==> src/rtl/pwm_pkg.sv <==
// Shared types and helpers for the PWM block family.
package pwm_pkg;

  typedef enum logic [2:0] {
    IDLE    = 3'd0,
    UP      = 3'd1,
    HOLD_HI = 3'd2,
    DOWN    = 3'd3,
    HOLD_LO = 3'd4
  } breath_state_t;

  // All-ones value of an n-bit duty word; use as localparam DUTY_MAX = N'(duty_max(N)).
  function automatic int unsigned duty_max(input int unsigned n);
    return (32'd1 << n) - 32'd1;
  endfunction

endpackage

==> src/rtl/step_prescaler.sv <==
// Divides clk down to a one-cycle step strobe every prescale+1 cycles.
module step_prescaler #(
  parameter int PW = 16
) (
  input  logic          clk,
  input  logic          rst,
  input  logic          ena,
  input  logic [PW-1:0] prescale,
  output logic          step
);

  logic [PW-1:0] pc;

  // The >= compare lets a live prescale decrease below pc wrap immediately.
  always_ff @(posedge clk) begin
    if (rst || !ena) begin
      pc   <= '0;
      step <= 1'b0;
    end else if (pc >= prescale) begin
      pc   <= '0;
      step <= 1'b1;
    end else begin
      pc   <= pc + PW'(1);
      step <= 1'b0;
    end
  end

endmodule

==> src/rtl/pwm_breath_sequencer.sv <==
// Triangle-ramped duty generator: fade up, hold, fade down, hold, repeat,
// with duty updates aligned to downstream PWM period boundaries.
module pwm_breath_sequencer
  import pwm_pkg::*;
#(
  parameter int N  = 8,
  parameter int PW = 16
) (
  input  logic          clk,
  input  logic          rst,
  input  logic          ena,
  input  logic [PW-1:0] prescale,
  input  logic [N-1:0]  inc,
  input  logic [7:0]    hold_periods,
  output logic          step,
  output logic [N-1:0]  duty,
  output logic          period_tick,
  output logic [2:0]    state
);

  localparam logic [N-1:0] DUTY_MAX = N'(duty_max(N));

  breath_state_t fsm, fsm_next;
  logic [N-1:0]  pcnt;
  logic [7:0]    hcnt, hcnt_next;
  logic [N-1:0]  duty_next;
  logic [N-1:0]  inc_eff;
  logic [N:0]    sum;
  logic [N-1:0]  up_val, down_val;
  logic          period_end;

  step_prescaler #(.PW(PW)) u_prescaler (
    .clk      (clk),
    .rst      (rst),
    .ena      (ena),
    .prescale (prescale),
    .step     (step)
  );

  assign period_end = step & (pcnt == DUTY_MAX);
  assign state      = fsm;

  // Saturating ramp arithmetic; the sum carries one spare bit to catch overflow.
  always_comb begin
    inc_eff  = (inc == '0) ? N'(1) : inc;
    sum      = {1'b0, duty} + {1'b0, inc_eff};
    up_val   = sum[N] ? DUTY_MAX : sum[N-1:0];
    down_val = (duty <= inc_eff) ? '0 : duty - inc_eff;
  end

  always_comb begin
    fsm_next  = fsm;
    duty_next = duty;
    hcnt_next = hcnt;
    case (fsm)
      IDLE: begin
        fsm_next  = UP;
        duty_next = '0;
        hcnt_next = '0;
      end
      UP: if (period_end) begin
        duty_next = up_val;
        if (up_val == DUTY_MAX) begin
          fsm_next  = HOLD_HI;
          hcnt_next = '0;
        end
      end
      HOLD_HI: if (period_end) begin
        if (hcnt == hold_periods) begin
          fsm_next  = DOWN;
          hcnt_next = '0;
        end else begin
          hcnt_next = hcnt + 8'd1;
        end
      end
      DOWN: if (period_end) begin
        duty_next = down_val;
        if (down_val == '0) begin
          fsm_next  = HOLD_LO;
          hcnt_next = '0;
        end
      end
      HOLD_LO: if (period_end) begin
        if (hcnt == hold_periods) begin
          fsm_next  = UP;
          hcnt_next = '0;
        end else begin
          hcnt_next = hcnt + 8'd1;
        end
      end
      default: fsm_next = IDLE;
    endcase
  end

  // Dropping ena clears everything so a re-enable always restarts the fade from zero.
  always_ff @(posedge clk) begin
    if (rst || !ena) begin
      fsm         <= IDLE;
      duty        <= '0;
      hcnt        <= '0;
      pcnt        <= '0;
      period_tick <= 1'b0;
    end else begin
      fsm         <= fsm_next;
      duty        <= duty_next;
      hcnt        <= hcnt_next;
      period_tick <= period_end;
      if (step)
        pcnt <= pcnt + N'(1);
    end
  end

endmodule
==> config.mk <==
export PLATFORM = sky130hd
export DESIGN_NAME = pwm_breath_sequencer
export DESIGN_NICKNAME = d
export VERILOG_FILES = /design/src/rtl/pwm_pkg.sv /design/src/rtl/step_prescaler.sv /design/src/rtl/pwm_breath_sequencer.sv
export SDC_FILE = /design/constraint.sdc
export NUM_CORES = 1
export LEC_CHECK = 0
export CAP_MARGIN = 40
export CORE_MARGIN = 1.5
export CORE_UTILIZATION = 55
export DETAILED_ROUTE_END_ITERATION = 12
export GPL_TIMING_DRIVEN = 0
export PLACE_DENSITY_LB_ADDON = 0.2
export RECOVER_POWER = 50
export SLEW_MARGIN = 20
export SYNTH_ARGS = -nofsm -noshare
export SYNTH_HDL_FRONTEND = slang
export SYNTH_HIERARCHICAL = 1
export SYNTH_SLANG_ARGS = --single-unit
==> constraint.sdc <==
create_clock -name clk -period 8.6 [get_ports clk]
set_input_delay 0.86 -clock clk [delete_from_list [all_inputs] [get_ports clk]]
set_output_delay 0.86 -clock clk [all_outputs]
set_load 0.01 [all_outputs]
==> flow_metrics.tcl <==
set metrics [dict create \
    outcome "finished clean" \
    grt_use_total_pct 23.5 \
    cts_tree "built" \
    gr-total-overflow 0 \
    p_seq_share_pct 49.4 \
    ys.flop_type "dfxtp_1" \
    worstReg2RegStart "duty[0]" \
    clk_path_buf_depth 2 \
    die_x_um 82.3 \
    cts_setup_buffers 0 \
    synthAdderAreaFrac_pct 13.8 \
    clkPwrFrac_pct 27.4 \
    final_antenna_net_count 0 \
    seq_area_frac_synth_pct 26.0 \
    grt_max_degree 13 \
    intPower_mw 0.311 \
    ys_warn_count 6 \
    die_y_um 82.3 \
    final_core_util_pct 68.3 \
    min_period_ps 4390 \
    netlist_area_sq_mm 0.00346 \
    dieArea_sq_mm 0.00677 \
    synth_compound_area_share_pct 20.5 \
    clock.fmax_mhz 228 \
    tightestPinTransition_ps 684 \
    startpoint_type "input port" \
    clock_latency_ps 290 \
    r2r_cells 11 \
    final_cell_mix "45 x dfxtp_1, 44 x inv_1, 38 x a21oi_1, 36 x nor2_1, 35 x ha_1" \
    leakagePower_nw 1.66 \
    maxSlewViolCount 0 \
    maxSlewHeadroom_pct 53.8 \
    rrSetupSlack_ps 5470 \
    synth_simple_gate_area_share_pct 21.5 \
    dp_hpwl_mm 5.83 \
    final_common_cell "dfxtp_1" \
    synth-seq-cells 45 \
    synth_top_area_share_pct 26.0 \
    drive_above_1_share_pct 8.42 \
    synth_edf_count 0 \
    finalHoldViolations 0 \
    via_count 3108 \
    syn2layout_area_growth_pct 18.3 \
    ctsHoldBuffers 0 \
    combPwrFrac_pct 23.2 \
    async_flop_share_pct 0 \
    cts_root_buffer "clkbuf_8" \
    htreeDepth 2 \
    rsz0062_at_grt "false" \
    p_sw_mw 0.122 \
    row_count 28 \
    cts_num_sinks 45 \
    swShare_pct 28.2 \
    place.gp.congestion 0.914 \
    r2r_end "hcnt[0]" \
    final.period_utilization_pct 51.0 \
    setup_viol 0 \
    synth_area_leaders "dfxtp_1 26%, ha_1 13%, xor2_1 5.6%, a21oi_1 5.5%, inv_1 4.8%" \
    drt-pass1-iter-count 4 \
    coreArea_sq_mm 0.00599 \
    min_path_cells 1 \
    crit_type "input port to register" \
    vias_per_cell 5.65 \
    path_clk_slew_ps 70 \
    synth.distinct_cells 67 \
    antenna_cells 0 \
    required_ps 8790 \
    antenna_found_initial 0 \
    yosys.area_share.xor_xnor_pct 9.88 \
    min_to "u_prescaler/pc[0]" \
    grt_pass1_vias 2836 \
    start_util_pct 57.7 \
    drc 0 \
    synth.net_count 494 \
    timing.setup.tns_ps 0 \
    io_pins 48 \
    ir_worst_vdd_mv 0.0967 \
    yosysTopAreaCell "dfxtp_1" \
    cts_resized 0 \
    synthMuxAreaShare_pct 1.16 \
    avgRoutedWirePerCell_um 13.4 \
    end_kind "register" \
    skew_ps 6.30 \
    power.density_mw_per_mm2 106 \
    min_from "u_prescaler/pc[0]" \
    grt_pass1_wl_mm 12.5 \
    worst-path-max-fanout 7 \
    cp.arrival_ps 4570 \
    wl_mm 7.36 \
    hold_class "register to register" \
    postSynthAreaPerCell_sq_um 8.20 \
    synth_top_family_by_area "simple AND/OR/NAND/NOR gates" \
    cts_buffers 5 \
    drt_iter0_markers 160 \
    io_buffers 47 \
    nNetsFinal 548 \
    synth_cells 422 \
    maxCapViolCount 0 \
]
-- logic make-up (layout without fill, tap and decap cells) --
group                      after synthesis  count (layout)
muxes                                    4               4
buffers and inverters                   60             113
xor gates and xnor gates                39              39
DFF                                     45              45
AOI/OAI and AO/OA                       99              99
adders and majority gates               37              37
and+or+nand+nor                        138             138
-- power by group through the flow --
stage | registers (mW) | clock network (mW) | logic (mW)
finish | 0.214 | 0.119 | 0.100
global route | 0.214 | 0.130 | 0.111
CTS | 0.214 | 0.122 | 0.101
detailed placement | 0.219 | 0 | 0.100
global placement | 0.219 | 0 | 0.0981
floorplan | 0.219 | 0 | 0.0653
-- synth_stat cells (4+ instances only) --
cell / number
nor2b_1: 6
dfxtp_1: 45
nor3_1: 14
nor2_2: 11
nor2_1: 36
o21ai_0: 14
xnor2_1: 17
xor2_1: 22
nand3_1: 20
clkbuf_1: 12
a21oi_1: 38
inv_1: 44
nand2_1: 16
nor4_1: 4
nand4_1: 9
ha_1: 35
o2bb2ai_1: 6
mux2i_1: 4
-- per-layer routing --
layer / global-route usage [%] / wire length, um
met5: 0 / 0
met4: 7.63 / 143
met3: 3.52 / 298
met2: 40.5 / 3570
met1: 29.9 / 3350
-- worst max path at each step --
stage | startpoint | endpoint | slack (ps)
3_5_place_dp | inc[3] | hcnt[0] | 3900
2_1_floorplan | inc[3] | hcnt[0] | 4870
5_1_grt | inc[3] | hcnt[0] | 4020
3_3_place_gp | inc[3] | hcnt[0] | 3970
4_1_cts | inc[3] | hcnt[0] | 4220
6_report | inc[3] | hcnt[0] | 4210
-- flip-flops by register name, indices dropped and copies added, names as in the netlist --
name / count
period_tick: 1
state: 3
pcnt: 8
u_prescaler/pc: 16
duty: 8
hcnt: 8
u_prescaler/step: 1
-- worst max-delay path: stages --
cell and delay, ps:
clkdlybuf4s50_1 450, nor4_1 380, a41o_1 250, ha_1 170
inv_1 50, fa_1 470, a211oi_4 310, nor2_2 70
xor2_1 160, or3_4 350, o41ai_4 560, a31oi_4 240
a21o_1 220
-- metrics by stage --
step | hold WS, ps | setup slack [ps] | instance area (sq um) | total power [mW] | std cells
detailed placement | 473 | 3900 | 4020 | 0.319 | 544
global route | 506 | 4020 | 4090 | 0.455 | 550
CTS | 492 | 4220 | 4100 | 0.436 | 550
finish | 485 | 4210 | 4090 | 0.433 | 550
floorplan | 441 | 4870 | 3460 | 0.284 | 422
global placement | 462 | 3970 | 4020 | 0.317 | 544
-- layout make-up --
type	count	area, sq um
Sequential cell	45	901
Multi-Input combinational cell	317	2310
Timing Repair Buffer	47	470
Buffer	16	80.1
Inverter	44	165
Fill cell	519	1900
Clock inverter	1	5.00
Clock buffer	5	68.8
Tap cell	75	93.8
(Power assumes the default switching activity.)
